[config.mk]
export PLATFORM = sky130hd
export DESIGN_NAME = hc595_frame_capture
export DESIGN_NICKNAME = d
export VERILOG_FILES = /design/src/rtl/hc595_cap_pkg.sv /design/src/rtl/edge_sync.sv /design/src/rtl/hc595_frame_capture.sv
export SDC_FILE = /design/constraint.sdc
export NUM_CORES = 1
export LEC_CHECK = 0
export BUFFER_PORTS_ARGS = -buffer_cell sky130_fd_sc_hd__buf_2
export CORE_MARGIN = 5
export CORE_UTILIZATION = 40
export DETAILED_ROUTE_END_ITERATION = 12
export HOLD_SLACK_MARGIN = 0.05
export PLACE_DENSITY_LB_ADDON = 0.08
export SKIP_CTS_REPAIR_TIMING = 1
export SYNTH_ARGS = -nofsm -noshare
export SYNTH_HDL_FRONTEND = slang
export SYNTH_HIERARCHICAL = 1
export SYNTH_SLANG_ARGS = --single-unit
[constraint.sdc]
create_clock -name clk -period 5.8 [get_ports clk]
set_input_delay 0.58 -clock clk [delete_from_list [all_inputs] [get_ports clk]]
set_output_delay 0.58 -clock clk [all_outputs]
set_load 0.05 [all_outputs]
[src/rtl/hc595_cap_pkg.sv]
// Shared widths, segment type and one-hot decoder for the 74HC595 frame capture monitor.
// Combinational helpers only; no latency, no flow control.
package hc595_cap_pkg;

   localparam int CAP_WORD_W = 16;
   localparam int CAP_DIGITS = 8;
   localparam int CAP_SEG_W  = 8;
   localparam int CAP_IDX_W  = $clog2(CAP_DIGITS);

   typedef logic [CAP_SEG_W-1:0] seg_t;

   typedef struct packed {
      logic                 vld;
      logic [CAP_IDX_W-1:0] idx;
   } onehot_t;

   // vld is set only when exactly one bit of sel is high; idx is then its position.
   function automatic onehot_t onehot_idx(input logic [CAP_DIGITS-1:0] sel);
      onehot_t res;
      int      ones;
      res  = '0;
      ones = 0;
      for (int i = 0; i < CAP_DIGITS; i++) begin
         if (sel[i]) begin
            res.idx = CAP_IDX_W'(i);
            ones    = ones + 1;
         end
      end
      res.vld = (ones == 1);
      return res;
   endfunction

endpackage

[src/rtl/edge_sync.sv]
// Two-flop synchronizer plus history flop; rise_o marks a synchronized rising edge.
// Pin-to-event latency 2 clk (acted on at the 3rd edge); no backpressure.
module edge_sync (
   input  logic clk,
   input  logic rst_n,
   input  logic pin_i,
   output logic sync_o,
   output logic rise_o
);

   logic meta_q, meta_d;
   logic sync_q, sync_d;
   logic hist_q, hist_d;

   always_comb begin
      meta_d = pin_i;
      sync_d = meta_q;
      hist_d = sync_q;
   end

   always_ff @(posedge clk or negedge rst_n) begin
      if (!rst_n) begin
         meta_q <= 1'b0;
         sync_q <= 1'b0;
         hist_q <= 1'b0;
      end else begin
         meta_q <= meta_d;
         sync_q <= sync_d;
         hist_q <= hist_d;
      end
   end

   assign sync_o = sync_q;
   assign rise_o = sync_q & ~hist_q;

endmodule

[src/rtl/hc595_frame_capture.sv]
// Rebuilds 16-bit 595 line words from sampled sclk/sdata/rclk, decodes digit/segment, keeps a per-digit image.
// Word valid 3 clk after rclk pin rise, decode 1 clk later; pure monitor, no backpressure.
module hc595_frame_capture
   import hc595_cap_pkg::*;
#(
   parameter int WORD_W         = CAP_WORD_W,
   parameter int DIGITS         = CAP_DIGITS,
   parameter int SEG_W          = CAP_SEG_W,
   parameter bit DIG_ACTIVE_LOW = 1'b1,
   parameter int TIMEOUT        = 4096
) (
   input  logic                    clk,
   input  logic                    rst_n,
   input  logic                    sclk_in,
   input  logic                    sdata_in,
   input  logic                    rclk_in,
   input  logic                    clr_err_i,
   output logic [WORD_W-1:0]       word_o,
   output logic                    frame_valid_o,
   output logic [4:0]              bit_count_o,
   output logic                    len_err_o,
   output logic                    sel_err_o,
   output logic [2:0]              digit_o,
   output logic [SEG_W-1:0]        seg_o,
   output logic [DIGITS*SEG_W-1:0] seg_image_o,
   output logic                    idle_o
);

   localparam int                TMO_W   = (TIMEOUT > 1) ? $clog2(TIMEOUT) : 1;
   localparam logic [TMO_W-1:0]  TMO_MAX = TMO_W'(TIMEOUT - 1);
   localparam logic [4:0]        LEN_OK  = 5'(WORD_W);

   logic sclk_ev, rclk_ev, sdata_sync;
   logic unused_sclk_sync, unused_rclk_sync, unused_sdata_rise;

   edge_sync u_sclk_sync (
      .clk    (clk),
      .rst_n  (rst_n),
      .pin_i  (sclk_in),
      .sync_o (unused_sclk_sync),
      .rise_o (sclk_ev)
   );

   edge_sync u_sdata_sync (
      .clk    (clk),
      .rst_n  (rst_n),
      .pin_i  (sdata_in),
      .sync_o (sdata_sync),
      .rise_o (unused_sdata_rise)
   );

   edge_sync u_rclk_sync (
      .clk    (clk),
      .rst_n  (rst_n),
      .pin_i  (rclk_in),
      .sync_o (unused_rclk_sync),
      .rise_o (rclk_ev)
   );

   logic [WORD_W-1:0]             shift_q, shift_d;
   logic [4:0]                    bit_cnt_q, bit_cnt_d;
   logic [WORD_W-1:0]             word_q, word_d;
   logic                          frame_valid_q, frame_valid_d;
   logic [4:0]                    bit_count_q, bit_count_d;
   logic                          len_err_q, len_err_d;
   logic                          sel_err_q, sel_err_d;
   logic [2:0]                    digit_q, digit_d;
   logic [SEG_W-1:0]              seg_q, seg_d;
   logic [DIGITS-1:0][SEG_W-1:0]  img_q, img_d;
   logic [TMO_W-1:0]              tmo_q, tmo_d;

   logic                          len_set, sel_set;
   logic [DIGITS-1:0]             dig_field;
   seg_t                          seg_field;
   onehot_t                       dig_oh;

   // Shift is applied before the latch so a coincident sclk/rclk edge lands in the word and the count.
   always_comb begin
      shift_d       = shift_q;
      bit_cnt_d     = bit_cnt_q;
      word_d        = word_q;
      frame_valid_d = 1'b0;
      bit_count_d   = bit_count_q;
      len_set       = 1'b0;
      if (sclk_ev) begin
         shift_d = {shift_q[WORD_W-2:0], sdata_sync};
         if (bit_cnt_q != 5'd31) begin
            bit_cnt_d = bit_cnt_q + 5'd1;
         end
      end
      if (rclk_ev) begin
         word_d        = shift_d;
         frame_valid_d = 1'b1;
         bit_count_d   = bit_cnt_d;
         len_set       = (bit_cnt_d != LEN_OK);
         bit_cnt_d     = 5'd0;
      end
   end

   always_comb begin
      dig_field = word_q[WORD_W-1 -: DIGITS];
      if (DIG_ACTIVE_LOW) begin
         dig_field = ~dig_field;
      end
      seg_field = seg_t'(word_q[SEG_W-1:0]);
      dig_oh    = onehot_idx(CAP_DIGITS'(dig_field));
   end

   // Decode runs one cycle behind the latch, off the registered word.
   always_comb begin
      digit_d = digit_q;
      seg_d   = seg_q;
      img_d   = img_q;
      sel_set = 1'b0;
      if (frame_valid_q) begin
         seg_d = SEG_W'(seg_field);
         if (dig_oh.vld) begin
            digit_d             = 3'(dig_oh.idx);
            img_d[dig_oh.idx]   = SEG_W'(seg_field);
         end else begin
            sel_set = 1'b1;
         end
      end
   end

   // A new error in the same cycle as a clear keeps the flag set.
   always_comb begin
      len_err_d = len_err_q;
      sel_err_d = sel_err_q;
      if (clr_err_i) begin
         len_err_d = 1'b0;
         sel_err_d = 1'b0;
      end
      if (len_set) begin
         len_err_d = 1'b1;
      end
      if (sel_set) begin
         sel_err_d = 1'b1;
      end
   end

   always_comb begin
      tmo_d = tmo_q;
      if (sclk_ev || rclk_ev) begin
         tmo_d = '0;
      end else if (tmo_q != TMO_MAX) begin
         tmo_d = tmo_q + 1'b1;
      end
   end

   always_ff @(posedge clk or negedge rst_n) begin
      if (!rst_n) begin
         shift_q       <= '0;
         bit_cnt_q     <= '0;
         word_q        <= '0;
         frame_valid_q <= 1'b0;
         bit_count_q   <= '0;
         len_err_q     <= 1'b0;
         sel_err_q     <= 1'b0;
         digit_q       <= '0;
         seg_q         <= '0;
         img_q         <= '0;
         tmo_q         <= '0;
      end else begin
         shift_q       <= shift_d;
         bit_cnt_q     <= bit_cnt_d;
         word_q        <= word_d;
         frame_valid_q <= frame_valid_d;
         bit_count_q   <= bit_count_d;
         len_err_q     <= len_err_d;
         sel_err_q     <= sel_err_d;
         digit_q       <= digit_d;
         seg_q         <= seg_d;
         img_q         <= img_d;
         tmo_q         <= tmo_d;
      end
   end

   assign word_o        = word_q;
   assign frame_valid_o = frame_valid_q;
   assign bit_count_o   = bit_count_q;
   assign len_err_o     = len_err_q;
   assign sel_err_o     = sel_err_q;
   assign digit_o       = digit_q;
   assign seg_o         = seg_q;
   assign seg_image_o   = img_q;
   assign idle_o        = (tmo_q == TMO_MAX);

endmodule

* After elaboration in Yosys (flattened, before gate mapping)
Index checks and enable logic that the tools add are counted.
** Storage, ports and cells
- Bits in registers :: 140
- Bits of input ports :: 6
- Output and inout port bits :: 100
- Word-level logic and storage cells :: 84
** Operators by class
- Equal/unequal tests :: 5
- $lt $le $gt $ge :: 2
- Bitwise logic cells :: 5
- Reductions and logical operators :: 6
- $add $sub $neg :: 9
- Muxes and demuxes :: 31
** Operators with widths (count)
- 32-bit by 2-bit adder with 32-bit output, second input constant :: 7
- 32-bit 2-to-1 mux :: 7
- 64-bit bitwise mux :: 1
- 32-bit by 2-bit equality test with 1-bit output, second input constant :: 1
- 8-bit demux with 3-bit select :: 1
- 12-bit 2-to-1 mux :: 2
- 3-bit 2-to-1 mux :: 6
- 16-bit 2-to-1 mux :: 1
- 5-bit 2-to-1 mux :: 3
- 12-bit by 1-bit adder with 12-bit output, second input constant :: 1
- 12-bit equality test, second input constant :: 1
- 12-bit != test, second input constant :: 1
- 5-bit != test, second input constant :: 2
- 1-bit 2-to-1 mux :: 9
- 8-bit 2-to-1 mux :: 1
- 8-bit inverter :: 1
- 2-bit nonzero test :: 3
- 5-bit by 1-bit adder with 5-bit output, second input constant :: 1
- 3-bit by 4-bit less-than comparator with 1-bit output, second input constant :: 1
- 3-bit by 1-bit >= comparator with 1-bit output, second input constant :: 1
- 1-bit AND :: 2
- 1-bit inverter :: 2
- 2-bit AND reduction :: 1
- 1-bit logical AND :: 1
- 1-bit logical OR :: 1

* Depth between registers and ports, before layout
- Word-level depth :: 20
- Depth in mapped cells :: 23
- Gate-level depth less buffers :: 22

* By module
The synthesis kept the hierarchy.
** By module, submodules not included
- hc595_frame_capture :: sequential area each 3303.2 µm², area each 5858.1 µm², cells each 445, times used 1
- edge_sync :: sequential area each 75.1 µm², area each 88.8 µm², cells each 4, times used 3

* Worst setup path before layout
No wires, ideal clock.
- Path type :: flip-flop to flip-flop
- From :: register word_q[8], in the netlist word_o[8]
- To :: register img_q, in the netlist seg_image_o[24]
- Path slack :: 0.153 ns
- Cell stages (with the launch flop) :: 23
- Library setup time :: 0.125 ns
- Period minus slack after synthesis :: 5.647 ns
- Required time :: 5.675 ns
- Buffers on the path :: 1
- Arrival :: 5.522 ns
- Cell sequence :: dfrtp_1 inv_1 ha_1 xnor2_1 ha_1 nand2b_1 nand2_1 ha_1 nand2b_1 nand3_1 ha_1 nor2b_1 a21o_1 ha_1 a21o_1 ha_1 nor2b_1 xnor3_1 or3_1 and3_1 clkbuf_1 nor3b_2 mux2_2
** Between the ends
- Longest elaborated chain between the ends :: 18
** RTL lines
- start: declaration :: line hc595_frame_capture.sv:62 : logic [WORD_W-1:0] word_q, word_d;
- start signal: assignment :: line hc595_frame_capture.sv:167 : word_q <= word_d;
- 8-bit inverter (*) :: line hc595_frame_capture.sv:103 : dig_field = ~dig_field;
- 1-bit 2-to-1 mux (*) :: line hc595_cap_pkg.sv:24 : if (sel[i]) begin
- 32-bit by 2-bit adder with 32-bit output :: line hc595_cap_pkg.sv:26 : ones = ones + 1;
- 32-bit 2-to-1 mux (*) :: line hc595_cap_pkg.sv:24
- 32-bit by 2-bit adder with 32-bit output :: line hc595_cap_pkg.sv:26
- 32-bit 2-to-1 mux (*) :: line hc595_cap_pkg.sv:24
- 32-bit by 2-bit adder with 32-bit output :: line hc595_cap_pkg.sv:26
- 32-bit 2-to-1 mux (*) :: line hc595_cap_pkg.sv:24
- [... 2 more ...]
- 32-bit by 2-bit adder with 32-bit output :: line hc595_cap_pkg.sv:26
- 32-bit 2-to-1 mux (*) :: line hc595_cap_pkg.sv:24
- 32-bit by 2-bit adder with 32-bit output :: line hc595_cap_pkg.sv:26
- 32-bit 2-to-1 mux (*) :: line hc595_cap_pkg.sv:24
- 32-bit by 2-bit adder with 32-bit output :: line hc595_cap_pkg.sv:26
- 32-bit 2-to-1 mux (*) :: line hc595_cap_pkg.sv:24
- 32-bit by 2-bit equality test with 1-bit output (*) :: line hc595_cap_pkg.sv:29 : res.vld = (ones == 1);
- 2-bit AND reduction (no source line) (*)
- end signal: assignment :: line hc595_frame_capture.sv:174 : img_q <= img_d;
- end: declaration :: line hc595_frame_capture.sv:69 : logic [DIGITS-1:0][SEG_W-1:0] img_q, img_d;
Every way passes the cells marked *; elsewhere a longest branch is shown, timed or not.
A chain may end at the register's enable or synchronous reset.

* Final worst setup path
- From :: register word_q[9], in the netlist word_o[9]
- To :: register img_q, in the netlist seg_image_o[35]
** Between the ends
- Longest elaborated chain between the ends :: 16
- Elaborated cells between the ends (all ways) :: 29
- Classes of those cells :: add/sub: 6; order compare: 2; eq/ne: 1; mux: 17; bitwise: 1; reduce/logical: 2
** RTL lines (line)
- 8-bit inverter (*) :: hc595_frame_capture.sv:103
- 32-bit 2-to-1 mux :: hc595_cap_pkg.sv:24
- 32-bit by 2-bit adder with 32-bit output :: hc595_cap_pkg.sv:26
- 32-bit 2-to-1 mux :: hc595_cap_pkg.sv:24
- 32-bit by 2-bit adder with 32-bit output :: hc595_cap_pkg.sv:26
- 32-bit 2-to-1 mux :: hc595_cap_pkg.sv:24
- 32-bit by 2-bit adder with 32-bit output :: hc595_cap_pkg.sv:26
- 32-bit 2-to-1 mux :: hc595_cap_pkg.sv:24
- 32-bit by 2-bit adder with 32-bit output :: hc595_cap_pkg.sv:26
- 32-bit 2-to-1 mux :: hc595_cap_pkg.sv:24
- 32-bit by 2-bit adder with 32-bit output :: hc595_cap_pkg.sv:26
- 32-bit 2-to-1 mux :: hc595_cap_pkg.sv:24
- 32-bit by 2-bit adder with 32-bit output :: hc595_cap_pkg.sv:26
- 32-bit 2-to-1 mux :: hc595_cap_pkg.sv:24
- 32-bit by 2-bit equality test with 1-bit output :: hc595_cap_pkg.sv:29
- 2-bit AND reduction (no source line)
Marked as above.

==> results.yml <==
clock_network:
  clk_latency_ns: 0.41
  clock_path_buffers: 2
  clockRootBuffer: "clkbuf_16"
  clkTransAtPathRegs_ns: 0.06
  cts_tree: "done"
  numCtsBuffers: 17
  cts_num_sinks: 140
  cts_max_level: 4
sta:
  setup-tns-final_ns: 0
  fin_skew_ns: 0.008846
  period_needed_ns: 5.354
  tightestPinTransition_ns: 0.8773
  finalHoldViolations: 0
  relSlewSlack: 0.4139
  max_clock_freq_ghz: 0.1868
  period_share: 0.9232
  rsz0062_at_grt: "no"
  setup_viol: 0
  finalMaxSlewViolations: 0
detailed_routing:
  drt_wl_total_microns: 13730
  postRouteAntennaNets: 0
  vias: 3903
  drc: 0
  viasPerCell: 5.122
  wl_per_cell_microns: 18.02
  firstDrtPassIters: 4
  drt_iter0_markers: 224
floorplan:
  io_pins: 106
  placementRows: 45
  die_y_microns: 133.3
  core_area_sq_um: 15090
  die_area_sq_um: 17780
  initial_core_util: 0.4033
  die_w_microns: 133.3
global_route:
  grt_util_met2: 0.2627
  met3_usage: 0.05438
  grt_use_met1: 0.2049
  antenna_found_initial: 0
  grt_max_degree: 82
  grt.busiest_layer: "met2"
  grt_pass1_wl_microns: 22350
  overflow: 0
  track_usage: 0.1620
  grt_pass1_vias: 4071
worst_setup_path:
  crit_top_cell: "ha_1"
  r2r-start: "word_o[9]$_DFFE_PN0P_"
  cp_data_required_time_ns: 6.10
  path_cells: "inv_1 > ha_1 > xnor2_2 > ha_1 > nand2b_1 > nand2_1 > ha_1 > nand2b_1 > nand3_1 > ha_1 > nor2b_1 > a21o_1 > ha_1 > a21o_1 > ha_1 > nor2b_1 > xnor3_1 > or3_1 > and3_1 > nor4b_4 > buf_4 > mux2_2"
  cpLargestDelayFamily: "adder cells"
  worstSetupPathType: "reg -> reg"
  cp-start-kind: "register"
  setup.worst_path.start: "word_o[9]$_DFFE_PN0P_"
  cp_slowest_stage_delay_ns: 0.39
  crit_buf_inv: 2
  crit_path_end_kind: "register"
  crit_slowest_cell: "dfrtp_1"
  critical_path_arrival_ns: 5.65
  cp_max_fo: 8
worst_hold_path:
  hold_path.class: "in -> async"
logic_synthesis:
  ys_warn_count: 6
  syn_nets: 470
  synthCells: 455
  synth_area_per_cell_sq_um: 13.38
  synth_area_sq_um: 6086
cells_and_area:
  fin_nets: 577
  fill_cells: 1371
  area_delta_synth_final_pct: 20.97
  drive_above_1_share: 0.4443
  finalInstanceArea_sq_um: 7362
  n_antenna_cell: 0
place:
  dpl.hpwl_microns: 9494
  place.gp.congestion: 0.7848
  postPlaceCellArea_sq_um: 6792
  port_buffers: 105
flow_run:
  drv_cap: 0
status:
  outcome: "completed"
## cell usage in the layout (no fill, tap or decap), types with 9 or more instances in the layout
cell and instances:
nand3_1 14, buf_2 104, inv_1 12, mux2_2 104, nand2_1 21, clkbuf_16 17, dfrtp_1 140, nor2_1 24
ha_1 9, o21ai_0 12, xor2_1 9
## metal layers
layer  vias to the layer above  wire (microns)
met3                        18             700
met5                         -               0
met4                         0             181
li1                       1803               -
met2                        85            6758
met1                      1997            6090
## layout make-up
cell class / count / area [sq um] / area share
inverter: 12 / 45.04 / 0.006118
sequential: 140 / 3503 / 0.4759
clock buffer: 22 / 444.2 / 0.06033
clock inverter: 9 / 97.59 / 0.01326
tap: 188 / 235.2 / 0.03195
multi-input combinational: 280 / 2447 / 0.3324
timing repair buffer: 111 / 589.3 / 0.08005
## worst paths after layout
| check | slack, ns | depth (start not counted) | endpoint |
|---|---|---|---|
| setup reg to reg | 0.45 | 22 | seg_image_o[35]$_DFFE_PN0P_ |
| min in group clk | 0.28 | 1 | u_rclk_sync/meta_q$_DFF_PN0_ |
| max in group asynchronous | 4.34 | 2 | shift_q[12]$_DFF_PN0_ |
| hold reg to reg | 0.35 | 0 | u_sclk_sync/sync_o$_DFF_PN0_ |
| hold / removal | 0.22 | 1 | tmo_q[1]$_DFFE_PN0P_ |
| setup / recovery | 0.45 | 22 | seg_image_o[35]$_DFFE_PN0P_ |
## metrics by stage
stage	utilization	hold slack (ns)	std cells	setup WS, ns
2_1_floorplan	-	0.2844	455	0.1529
3_3_place_gp	0.4501	0.3334	730	0.4982
3_5_place_dp	0.4501	0.3364	730	0.2893
4_1_cts	0.4860	0.2419	761	0.2907
5_1_grt	0.4879	0.2623	762	0.09354
6_report	0.4879	0.2179	762	0.4456
## state kept, by name, indices dropped and copies added (netlist names), 3 cells and up
register / cells
tmo_q: 12
seg_image_o: 64
digit_o: 3
seg_o: 8
bit_cnt_q: 5
bit_count_o: 5
shift_q: 16
word_o: 16
Power is left out: the tool's default activity adds up to more than one toggle a clock period on the data nets, which glitch-free logic cannot reach.
